File: src/rtl/mult_div_unit.sv
// Iterative signed multiply (radix-2 Booth) and signed divide (restoring on magnitudes).
// One iteration per clock; results are registered into hi/lo on the completion edge.
module mult_div_unit #(
    parameter int WIDTH = 32
) (
    input  logic             clk,
    input  logic             reset,
    input  logic             start,
    input  logic             op,
    input  logic [WIDTH-1:0] a,
    input  logic [WIDTH-1:0] b,
    output logic             busy,
    output logic             done,
    output logic             div0,
    output logic [WIDTH-1:0] hi,
    output logic [WIDTH-1:0] lo
);

    localparam int CW = $clog2(WIDTH + 1);
    localparam logic [CW-1:0] LAST = CW'(WIDTH);

    typedef enum logic [1:0] {
        S_IDLE = 2'd0,
        S_MULT = 2'd1,
        S_DIV  = 2'd2,
        S_DONE = 2'd3
    } state_t;

    state_t           state_q, state_d;
    logic [WIDTH:0]   acc_q, acc_d;
    logic [WIDTH-1:0] q_q, q_d;
    logic [WIDTH-1:0] m_q, m_d;
    logic             qm1_q, qm1_d;
    logic [CW-1:0]    cnt_q, cnt_d;
    logic             neg_quo_q, neg_quo_d;
    logic             neg_rem_q, neg_rem_d;
    logic [WIDTH-1:0] hi_q, hi_d;
    logic [WIDTH-1:0] lo_q, lo_d;
    logic             done_q, done_d;
    logic             div0_q, div0_d;
    logic             busy_q, busy_d;

    logic [WIDTH:0]   m_ext;
    logic [WIDTH:0]   booth_sum;
    logic [WIDTH:0]   div_shift;
    logic             div_ge;
    logic [WIDTH-1:0] a_mag;
    logic [WIDTH-1:0] b_mag;

    assign m_ext = {m_q[WIDTH-1], m_q};
    // Magnitude of the most-negative value is 2^(WIDTH-1), which still fits unsigned.
    assign a_mag = a[WIDTH-1] ? -a : a;
    assign b_mag = b[WIDTH-1] ? -b : b;

    always_comb begin
        state_d   = state_q;
        acc_d     = acc_q;
        q_d       = q_q;
        m_d       = m_q;
        qm1_d     = qm1_q;
        cnt_d     = cnt_q;
        neg_quo_d = neg_quo_q;
        neg_rem_d = neg_rem_q;
        hi_d      = hi_q;
        lo_d      = lo_q;
        done_d    = 1'b0;
        div0_d    = 1'b0;
        booth_sum = acc_q;
        div_shift = {acc_q[WIDTH-1:0], q_q[WIDTH-1]};
        div_ge    = (div_shift >= {1'b0, m_q});

        case (state_q)
            S_IDLE, S_DONE: begin
                state_d = S_IDLE;
                if (start) begin
                    cnt_d = '0;
                    qm1_d = 1'b0;
                    acc_d = '0;
                    if (!op) begin
                        state_d = S_MULT;
                        q_d     = b;
                        m_d     = a;
                    end else if (b == '0) begin
                        state_d = S_DONE;
                        done_d  = 1'b1;
                        div0_d  = 1'b1;
                    end else begin
                        state_d   = S_DIV;
                        q_d       = a_mag;
                        m_d       = b_mag;
                        neg_quo_d = a[WIDTH-1] ^ b[WIDTH-1];
                        neg_rem_d = a[WIDTH-1];
                    end
                end
            end
            S_MULT: begin
                if (cnt_q == LAST) begin
                    state_d = S_DONE;
                    done_d  = 1'b1;
                    hi_d    = acc_q[WIDTH-1:0];
                    lo_d    = q_q;
                end else begin
                    case ({q_q[0], qm1_q})
                        2'b01:   booth_sum = acc_q + m_ext;
                        2'b10:   booth_sum = acc_q - m_ext;
                        default: booth_sum = acc_q;
                    endcase
                    // Arithmetic right shift of the {acc, q, q-1} triple.
                    acc_d = {booth_sum[WIDTH], booth_sum[WIDTH:1]};
                    q_d   = {booth_sum[0], q_q[WIDTH-1:1]};
                    qm1_d = q_q[0];
                    cnt_d = cnt_q + CW'(1);
                end
            end
            S_DIV: begin
                if (cnt_q == LAST) begin
                    state_d = S_DONE;
                    done_d  = 1'b1;
                    lo_d    = neg_quo_q ? -q_q : q_q;
                    hi_d    = neg_rem_q ? -acc_q[WIDTH-1:0] : acc_q[WIDTH-1:0];
                end else begin
                    if (div_ge) begin
                        acc_d = div_shift - {1'b0, m_q};
                        q_d   = {q_q[WIDTH-2:0], 1'b1};
                    end else begin
                        acc_d = div_shift;
                        q_d   = {q_q[WIDTH-2:0], 1'b0};
                    end
                    cnt_d = cnt_q + CW'(1);
                end
            end
            default: state_d = S_IDLE;
        endcase

        busy_d = (state_d == S_MULT) || (state_d == S_DIV);
    end

    always_ff @(posedge clk) begin
        if (reset) begin
            state_q   <= S_IDLE;
            acc_q     <= '0;
            q_q       <= '0;
            m_q       <= '0;
            qm1_q     <= 1'b0;
            cnt_q     <= '0;
            neg_quo_q <= 1'b0;
            neg_rem_q <= 1'b0;
            hi_q      <= '0;
            lo_q      <= '0;
            done_q    <= 1'b0;
            div0_q    <= 1'b0;
            busy_q    <= 1'b0;
        end else begin
            state_q   <= state_d;
            acc_q     <= acc_d;
            q_q       <= q_d;
            m_q       <= m_d;
            qm1_q     <= qm1_d;
            cnt_q     <= cnt_d;
            neg_quo_q <= neg_quo_d;
            neg_rem_q <= neg_rem_d;
            hi_q      <= hi_d;
            lo_q      <= lo_d;
            done_q    <= done_d;
            div0_q    <= div0_d;
            busy_q    <= busy_d;
        end
    end

    assign busy = busy_q;
    assign done = done_q;
    assign div0 = div0_q;
    assign hi   = hi_q;
    assign lo   = lo_q;

endmodule

File: config.mk
export PLATFORM = sky130hd
export DESIGN_NAME = mult_div_unit
export DESIGN_NICKNAME = d
export VERILOG_FILES = /design/src/rtl/mult_div_unit.sv
export SDC_FILE = /design/constraint.sdc
export NUM_CORES = 1
export LEC_CHECK = 0
export BUFFER_PORTS_ARGS = -buffer_cell sky130_fd_sc_hd__buf_2
export CAP_MARGIN = 10
export CORE_UTILIZATION = 55
export CTS_BUF_LIST = sky130_fd_sc_hd__clkbuf_4 sky130_fd_sc_hd__clkbuf_8
export DETAILED_ROUTE_END_ITERATION = 10
export PLACE_DENSITY = 0.88
export SYNTH_ARGS = -nofsm -noshare
export SYNTH_HDL_FRONTEND = slang
export SYNTH_SLANG_ARGS = --single-unit
File: constraint.sdc
create_clock -name clk -period 4.5 [get_ports clk]
set_clock_uncertainty 0.1 [all_clocks]
set_input_delay 0 -clock clk [delete_from_list [all_inputs] [get_ports clk]]
set_output_delay 0 -clock clk [all_outputs]
set_load 0.01 [all_outputs]
Word level (Yosys, flattened, before mapping)

Cells that the tools add are included.

Bits in registers: 175
Output and inout bits: 67
Word-level logic and storage cells: 97

Magnitude comparators: 1
Reduce and logical (&&, ||, !) cells: 15
Multiplexer cells: 41
Equal/unequal tests: 16
Bitwise operators: 3
$add $sub $neg: 8

Operator list:

| kind                                           | number |
|---|---|
| two-way mux 32 bit                             | 15 |
| two-way mux 33 bit                             | 4 |
| negator 32 bit                                 | 4 |
| one-hot mux 32 bit (2 select lines)            | 2 |
| one-hot mux 33 bit (3 select lines)            | 1 |
| one-hot mux 32 bit (3 select lines)            | 1 |
| one-hot mux 33 bit (2 select lines)            | 1 |
| adder 33 bit                                   | 1 |
| >= comparator 33 x 32 -> 1 bit                 | 1 |
| subtractor 33 x 32 -> 33 bit                   | 1 |
| subtractor 33 bit                              | 1 |
| logical NOT 32 bit                             | 1 |
| inequality test 2 bit (second input constant)  | 7 |
| two-way mux 6 bit                              | 2 |
| one-hot mux 6 bit (2 select lines)             | 1 |
| AND reduction 3 bit                            | 4 |
| == test 2 bit (second input constant)          | 4 |
| two-way mux 1 bit                              | 8 |
| AND reduction 4 bit                            | 2 |
| adder 6 x 1 -> 6 bit (second input constant)   | 1 |
| == test 2 x 1 -> 1 bit (second input constant) | 3 |
| == test 6 bit (second input constant)          | 1 |
| two-way mux 2 bit                              | 3 |
| OR reduction 2 bit                             | 3 |
| other kinds (9)                                | 12 |

Logic depth before layout (Yosys ltp)

Gate-level depths: netlist (run 1).

Depth in word-level cells: 7
Gate-level depth with buffers: 20
Depth with buffers taken out: 18

Worst setup path after synthesis (run 1)

OpenSTA, ideal clock, no wires.

Path type: register to register
From: register m_q[2]
To: register acc_q[31]
Buffers on the path: 1
Data arrival time: 3991 ps
Cell stages (with the launch flop): 17
Setup slack: 287 ps
Cells stage by stage: dfxtp_1 > or3_1 > nor4_1 > and2_1 > a41oi_1 > xnor2_1 > ha_1 > clkbuf_1 > nand2_1 > or4_1 > o211ai_1 > a21oi_1 > nor3_1 > or4_1 > nand4_1 > mux2i_1 > a311o_1

Cells in the longest elaborated chain, start to end: 4
Elaborated cells between the ends (all ways): 9
Classes of those cells: add/sub: 3; order compare: 1; mux: 5

Ends and longest elaborated chain:

| what                                                                             | RTL line | source |
|---|---|---|
| from (decl)                                                                      | 32       | `logic [WIDTH-1:0] m_q, m_d;` |
| from (signal assigned)                                                           | 157      | `m_q <= m_d;` |
| subtractor 33 bit (tied with other cells)                                        | 105      | `2'b10: booth_sum = acc_q - m_ext;` |
| one-hot mux 33 bit (2 select lines) / two-way mux 33 bit (equally long branches) | 103, 122 |  |
| two-way mux 33 bit, on equally long branches                                     | 97, 116  |  |
| one-hot mux 33 bit (3 select lines) *                                            | 72       | `case (state_q)` |
| to (signal assigned)                                                             | 141      | `acc_q <= '0;` |
| to (signal assigned)                                                             | 155      | `acc_q <= acc_d;` |
| to (decl)                                                                        | 30       | `logic [WIDTH:0] acc_q, acc_d;` |

Every way passes the cells marked *; elsewhere a longest branch is shown, timed or not. The select of a mux whose other input is x is not followed.
A chain may end at the register's enable or synchronous reset.

Worst setup path in the final report (run 1)

Ends and elaborated chain as after synthesis.

==> metrics.cfg, run 1 <==
[logic_synthesis]
dominant_combinational_cell_family_by_area_after_synthesis = compound AO/OA/AOI/OAI gates
yosys-mux-area-fraction = 0.0239
synth_simple_gate_area_share = 0.189
synthesis_warnings = 0
synthesis.instances = 1981
post_synth_main_area_contributors = sky130_fd_sc_hd__dfxtp_1, sky130_fd_sc_hd__a21oi_1, sky130_fd_sc_hd__ha_1
synth-main-ff-cell = sky130_fd_sc_hd__dfxtp_1
unique_cell_type_count_in_the_yosys_netlist = 70
synth.avg_cell_area_sq_um = 7.33
synth_seq_cells = 175
number_of_flops_mapped_to_enable_cells_by_yosys = 0
asyncSetResetFlopFracSynth = 0
mapped_nets = 2125
cell_area_after_synthesis_sq_mm = 0.0145
synth-adder-area-share = 0.0665
synth_top_area_cell = sky130_fd_sc_hd__dfxtp_1
xor_xnor_cell_area_share_of_the_yosys_netlist = 0.115
ys_seq_area_frac = 0.241
post_synthesis_compound_gate_area_fraction = 0.307
synth_top_cell_area_share = 0.241

[drt]
ant_nets = 0
route.detailed.drc = 0
wl_per_cell_microns = 20.3
drt_pre_antenna_iters = 9
vias = 16211
detail_route.wirelength_mm = 50.0
via_density_per_instance = 6.59
number_of_drc_markers_in_iteration_0 = 2158

[global_route]
grt_pass1_vias = 14528
grt_max_degree = 96
gr-total-overflow = 0
grt_first_pass_wirelength_mm = 76.6
antenna_found_initial = 0
grt_usage = 0.359

[power]
post-layout-total-power_mw = 5.16
p_leak_nw = 6.48
power.density_cell_area_mw_per_mm2 = 311
irDropWorstVdd_v = 0.000228

[floorplan]
core_box_area_sq_mm = 0.0260
row_count = 59
die_y_microns = 165
ioPinCount = 135
floorplan.die_area_sq_mm = 0.0271
die_w_microns = 165
floorplan.initialDensity = 0.559

[place]
place_hpwl_mm = 37.1
portBuffers = 134
placed_area_sq_mm = 0.0155
placed_cells = 2364
gpl.final_weighted_congestion = 0.996

[final_layout]
insertedDiodeCount = 0
layout_area_overhead_pct = 14.4
finalNetCount = 2256
finalNonFillerCells = 2460
stdcell_area_sq_mm = 0.0166
layout_cell_share_with_drive_strength_beyond_1 = 0.117

[worst_hold_path]
hp-class = in2reg

[critical_path]
worst_ep_required_time_ns = 4.79
ff2ff_setup_slack_ns = 0.21
worst-path-max-fanout = 4
worstPathArrival_ns = 4.57
worst_setup_start_kind = register
kind_of_end_point_of_the_critical_path = register
worstSetupPathType = reg2reg

[timing]
timing.final.crit_share = 0.953
period_minus_slack_ns = 4.29
final_hold_violation_count = 0
slew_viol_final = 0
setup_viol = 0
fmax_mhz = 233
worst_hold_slack_ns = 0.0264
worst_pin_slew_ns = 1.19
slew_headroom = 0.204

[outcome]
run_status = finished, final reports clean

[clock_network]
h-tree-depth = 4
clkSinkCount = 175
tritoncts = done
clock_tree.root_cell = sky130_fd_sc_hd__clkbuf_8
post_cts_buffers = 0
worst_skew_pair.late_latency_ns = 0.49
max-clock-path-buffers = 2
worst_setup_hold_path_clk_slew_ns = 0.12
numCtsBuffers = 17

[flow_run]
drv.max_cap_violation_count = 0

==> where the power goes <==
part           total [mW]  switching (mW)  internal [mW]  leakage (nW)
sequential           1.81           0.175           1.64          1.42
combinational        2.12            1.29          0.833          4.84
clock                1.22           0.778          0.445         0.214
==> worst max-delay path, cell delays in order (launching register included) <==
cell and delay [ns]:
sky130_fd_sc_hd__dfxtp_1 0.35, sky130_fd_sc_hd__or3_1 0.45, sky130_fd_sc_hd__nor4_2 0.22, sky130_fd_sc_hd__and2_4 0.23, sky130_fd_sc_hd__and3_1 0.18, sky130_fd_sc_hd__and2_1 0.20
sky130_fd_sc_hd__a21oi_1 0.10, sky130_fd_sc_hd__xnor2_1 0.17, sky130_fd_sc_hd__ha_1 0.27, sky130_fd_sc_hd__a21o_1 0.16, sky130_fd_sc_hd__a21oi_1 0.15, sky130_fd_sc_hd__nor2b_1 0.09
sky130_fd_sc_hd__o41ai_2 0.20, sky130_fd_sc_hd__buf_4 0.17, sky130_fd_sc_hd__o22ai_1 0.10, sky130_fd_sc_hd__or4_1 0.51, sky130_fd_sc_hd__nand4_1 0.13, sky130_fd_sc_hd__mux2i_1 0.10
sky130_fd_sc_hd__a311o_1 0.32
==> synthesized netlist by cell type (all sizes together) (4+ instances only) <==
master and count:
a311oi 11, nand2 159, or3 28, buf 27
inv 68, nand2b 9, and2 10, nor2b 12
a211o 4, a31oi 26, a22oi 21, a41oi 4
nor2 236, o21ai 135, ha 74, dfxtp 175
clkbuf 113, nand3 30, xor2 96, nand3b 8
mux2 6, nor4 18, o21bai 9, and3 17
mux2i 28, a221oi 39, xnor2 95, o22ai 4
nand4 11, o211ai 10, o21a 10, a211oi 106
o41ai 13, o2111ai 4, a221o 6, a21oi 214
nor3 41, or4 11, a21o 18, o31ai 30
or2 5, a32o 9
==> kinds of logic (layout without fill, tap and decap cells) <==
group	after synthesis	in the layout
adders and majority gates	76	76
AOI/OAI and AO/OA	692	692
and+or+nand+nor	604	604
DFF	175	175
buffers and inverters	209	353
xor gates and xnor gates	191	191
muxes	34	34
==> flip-flops by register name (all words and copies together) (netlist names) <==
register   cells
lo            32
qm1_q          1
cnt_q          6
m_q           32
busy           1
acc_q         33
div0           1
neg_quo_q      1
done           1
neg_rem_q      1
state_q        2
q_q           32
hi            32
==> layout by cell type, fill, tap and decap left out, types with 6 or more instances in the layout <==
cell type	count
sky130_fd_sc_hd__xnor2_1	95
sky130_fd_sc_hd__nand4_1	11
sky130_fd_sc_hd__o21a_1	10
sky130_fd_sc_hd__xor2_1	96
sky130_fd_sc_hd__o21bai_1	9
sky130_fd_sc_hd__nand3_1	30
sky130_fd_sc_hd__o41ai_1	12
sky130_fd_sc_hd__dlygate4sd3_1	64
sky130_fd_sc_hd__nor2_1	235
sky130_fd_sc_hd__a22oi_1	21
sky130_fd_sc_hd__mux2_2	6
sky130_fd_sc_hd__a221o_1	6
sky130_fd_sc_hd__and3_1	16
sky130_fd_sc_hd__and2_1	7
sky130_fd_sc_hd__or4_1	11
sky130_fd_sc_hd__a211oi_1	105
sky130_fd_sc_hd__ha_1	73
sky130_fd_sc_hd__a32o_1	9
sky130_fd_sc_hd__buf_4	53
sky130_fd_sc_hd__o21ai_0	133
sky130_fd_sc_hd__a221oi_1	39
sky130_fd_sc_hd__a31oi_1	25
sky130_fd_sc_hd__buf_2	133
sky130_fd_sc_hd__nand2b_1	9
sky130_fd_sc_hd__a21o_1	18
sky130_fd_sc_hd__inv_1	67
sky130_fd_sc_hd__nor4_1	16
sky130_fd_sc_hd__nor3_1	41
sky130_fd_sc_hd__a311oi_1	11
sky130_fd_sc_hd__nand2_1	159
sky130_fd_sc_hd__a21oi_1	213
sky130_fd_sc_hd__mux2i_1	28
sky130_fd_sc_hd__or3_1	28
sky130_fd_sc_hd__nand3b_1	8
sky130_fd_sc_hd__nor2b_1	12
sky130_fd_sc_hd__dfxtp_1	175
sky130_fd_sc_hd__o31ai_1	30
sky130_fd_sc_hd__clkbuf_8	17
sky130_fd_sc_hd__o211ai_1	9
==> what timing repair did <==
item | 4_1_cts | 5_1_grt
hold buffers | 64 | 0
endpoints found under the hold margin | 81 | 0
setup endpoints to repair | 0 | 7
gates resized for setup | 0 | 12
==> path summary, 6_finish.rpt <==
path,depth (start not counted),end,start
setup / recovery,18,acc_q[31]$_SDFFE_PP0P_,m_q[2]$_SDFFE_PP0P_
hold / removal,5,m_q[20]$_SDFFE_PP0P_,b[20]
setup reg to reg,18,acc_q[31]$_SDFFE_PP0P_,m_q[2]$_SDFFE_PP0P_
hold reg to reg,2,hi[26]$_SDFFE_PP0P_,hi[26]$_SDFFE_PP0P_
==> metrics by stage <==
step | utilization | setup TNS (ns) | worst slack, ns
detailed placement | 0.597 | 0 | 0.130
CTS | 0.638 | 0 | 0.110
finish | 0.639 | 0 | 0.213
global placement | 0.597 | 0 | 0.207
floorplan | - | 0 | 0.287
global route | 0.639 | -0.0601 | -0.0319
==> final cells by class <==
class,instances,area (sq um)
Multi-Input combinational cell,1597,10300
Fill cell,2262,9370
Sequential cell,175,3500
Timing Repair Buffer,252,1740
Tap cell,335,419
Inverter,69,259
Clock buffer,17,234
Clock inverter,15,201
==> metal layers <==
metal | up-vias | global-route usage | share of wire
li1 | 7509 | - | -
met2 | 1010 | 0.573 | 0.45
met5 | - | 0 | 0
met3 | 173 | 0.0761 | 0.12
met4 | 0 | 0.149 | 0.037
met1 | 7519 | 0.469 | 0.40
No activity file was read; power rests on OpenSTA's default activity.
==> inputs of run 2 (changes only) <==
Settings changed: PLACE_DENSITY 0.88 to 0.85.
Clock period 4.5 ns to 4.9 ns, I/O delays scaled along.
==> run 2 against run 1 <==
Final area fell by 0.96%. Routed wire length is 2.5% lower. Die area unchanged. Count of clock-buffer cells in the layout did not move. Flip-flop and latch count unchanged. Worst hold slack got worse by 0.018 ns. Register-to-register slack better by 0.14 ns.
==> metrics.cfg, run 2 (synthesized netlist as in run 1, its figures left out) <==
[outcome]
run_status = finished, final reports clean

[timing]
worst_pin_slew_ns = 1.02
final.setup.tns_ns = 0
rsz_0062_raised_after_global_routing = no
fmax_mhz = 220
period_minus_slack_ns = 4.55
timing.final.crit_share = 0.929
setup_viol = 0
slew_headroom = 0.318
slew_viol_final = 0
final_hold_violation_count = 0

[place]
placed_cells = 2344
gpl.final_weighted_congestion = 0.998
portBuffers = 134
place_hpwl_mm = 35.7

[floorplan]
floorplan.die_area_sq_mm = 0.0271
floorplan.initialDensity = 0.559
core_box_area_sq_mm = 0.0260
ioPinCount = 135
die_y_microns = 165
die_w_microns = 165
row_count = 59

[worst_hold_path]
hp-class = in2reg

[drt]
detail_route.wirelength_mm = 48.7
drt_pre_antenna_iters = 8
number_of_drc_markers_in_iteration_0 = 2022
wl_per_cell_microns = 19.9
route.detailed.drc = 0
via_density_per_instance = 6.54
vias = 15988
ant_nets = 0

[critical_path]
worstSetupPathType = reg2reg
worst_setup_start_kind = register
kind_of_end_point_of_the_critical_path = register
worst-path-max-fanout = 16
worst_ep_required_time_ns = 5.18
worstPathArrival_ns = 4.83

[global_route]
grt_first_pass_wirelength_mm = 74.6
grt_pass1_vias = 13955
grt_max_degree = 96
antenna_found_initial = 0
grt_usage = 0.350
gr-total-overflow = 0

[final_layout]
finalNonFillerCells = 2445
most_frequent_cells_in_the_layout = sky130_fd_sc_hd__nor2_1, sky130_fd_sc_hd__a21oi_1, sky130_fd_sc_hd__dfxtp_1, sky130_fd_sc_hd__nand2_1
insertedDiodeCount = 0
layout_cell_share_with_drive_strength_beyond_1 = 0.105
largest_reg_flops = 33
final_util = 0.633
fill_cells = 2252
finalNetCount = 2241
layout_commonest_cell = sky130_fd_sc_hd__nor2_1
layout_area_overhead_pct = 13.3
largest_register = acc_q

[clock_network]
tritoncts = done
numCtsBuffers = 17
post_cts_buffers = 0
h-tree-depth = 4
worst_skew_pair.late_latency_ns = 0.48
max-clock-path-buffers = 2
clock_tree.root_cell = sky130_fd_sc_hd__clkbuf_8
clkSinkCount = 175
worst_setup_hold_path_clk_slew_ns = 0.12

[flow_run]
drv.max_cap_violation_count = 0

[power]
power.density_cell_area_mw_per_mm2 = 283
irDropWorstVdd_v = 0.000196
p_leak_nw = 6.37

run 2: area by class of cell:
class                           instances  area (sq um)  area share
Multi-Input combinational cell       1597         10200       0.622
Sequential cell                       175          3500       0.213
Timing Repair Buffer                  237          1620      0.0982
Tap cell                              335           419      0.0255
Inverter                               69           259      0.0157
Clock buffer                           17           234      0.0142
Clock inverter                         15           196      0.0119
run 2: what timing repair did:
action	CTS	global route
hold buffers	68	0
resized for setup	0	2
endpoints found under the setup margin	0	2
hold endpoints to repair	60	0
run 2: final timing paths:
check / slack, ns / to / cells after the start / start
min reg2reg: 0.35 / hi[21]$_SDFFE_PP0P_ / 2 / hi[21]$_SDFFE_PP0P_
max reg2reg: 0.35 / acc_q[31]$_SDFFE_PP0P_ / 13 / q_q[0]$_SDFFE_PP0P_
max: 0.35 / acc_q[31]$_SDFFE_PP0P_ / 13 / q_q[0]$_SDFFE_PP0P_
min: 0.008 / q_q[12]$_SDFFE_PP0P_ / 5 / b[12]
run 2: routing by layer:
layer	wire length [microns]	share of wire	vias to the layer above	track usage
li1	-	-	7494	-
met1	20400	0.42	7419	0.474
met2	21400	0.44	925	0.549
met3	5440	0.11	150	0.0779
met4	1520	0.031	0	0.114
met5	0	0	-	0
run 2: metrics by stage:
step	area [sq um]	setup WS (ns)	total power, mW	hold WS, ns
final	16500	0.350	4.65	0.00813
after global routing	16500	0.0427	4.88	0.0378
after CTS	16400	0.277	4.60	0.00230
after detailed placement	15300	0.291	3.45	0.245
after global placement	15300	0.325	3.41	0.242
after floorplan	14500	0.687	2.98	0.0616
run 2: power by group:
| part | leakage (nW) | switching (mW) | internal, mW |
|---|---|---|---|
| Combinational | 4.75 | 1.16 | 0.724 |
| Clock | 0.204 | 0.667 | 0.437 |
| Sequential | 1.42 | 0.159 | 1.50 |
run 2: worst max-delay path: stages (launching register included):
cell,delay [ns]
sky130_fd_sc_hd__dfxtp_1,0.53
sky130_fd_sc_hd__ha_1,0.62
sky130_fd_sc_hd__mux2_2,0.44
sky130_fd_sc_hd__fa_1,0.42
sky130_fd_sc_hd__nand2b_1,0.15
sky130_fd_sc_hd__a21oi_1,0.29
sky130_fd_sc_hd__a21oi_1,0.24
sky130_fd_sc_hd__o211ai_1,0.36
sky130_fd_sc_hd__a21oi_1,0.22
sky130_fd_sc_hd__nor3_1,0.32
sky130_fd_sc_hd__or4_1,0.17
sky130_fd_sc_hd__nand4_1,0.11
sky130_fd_sc_hd__mux2i_1,0.15
sky130_fd_sc_hd__a311o_1,0.32
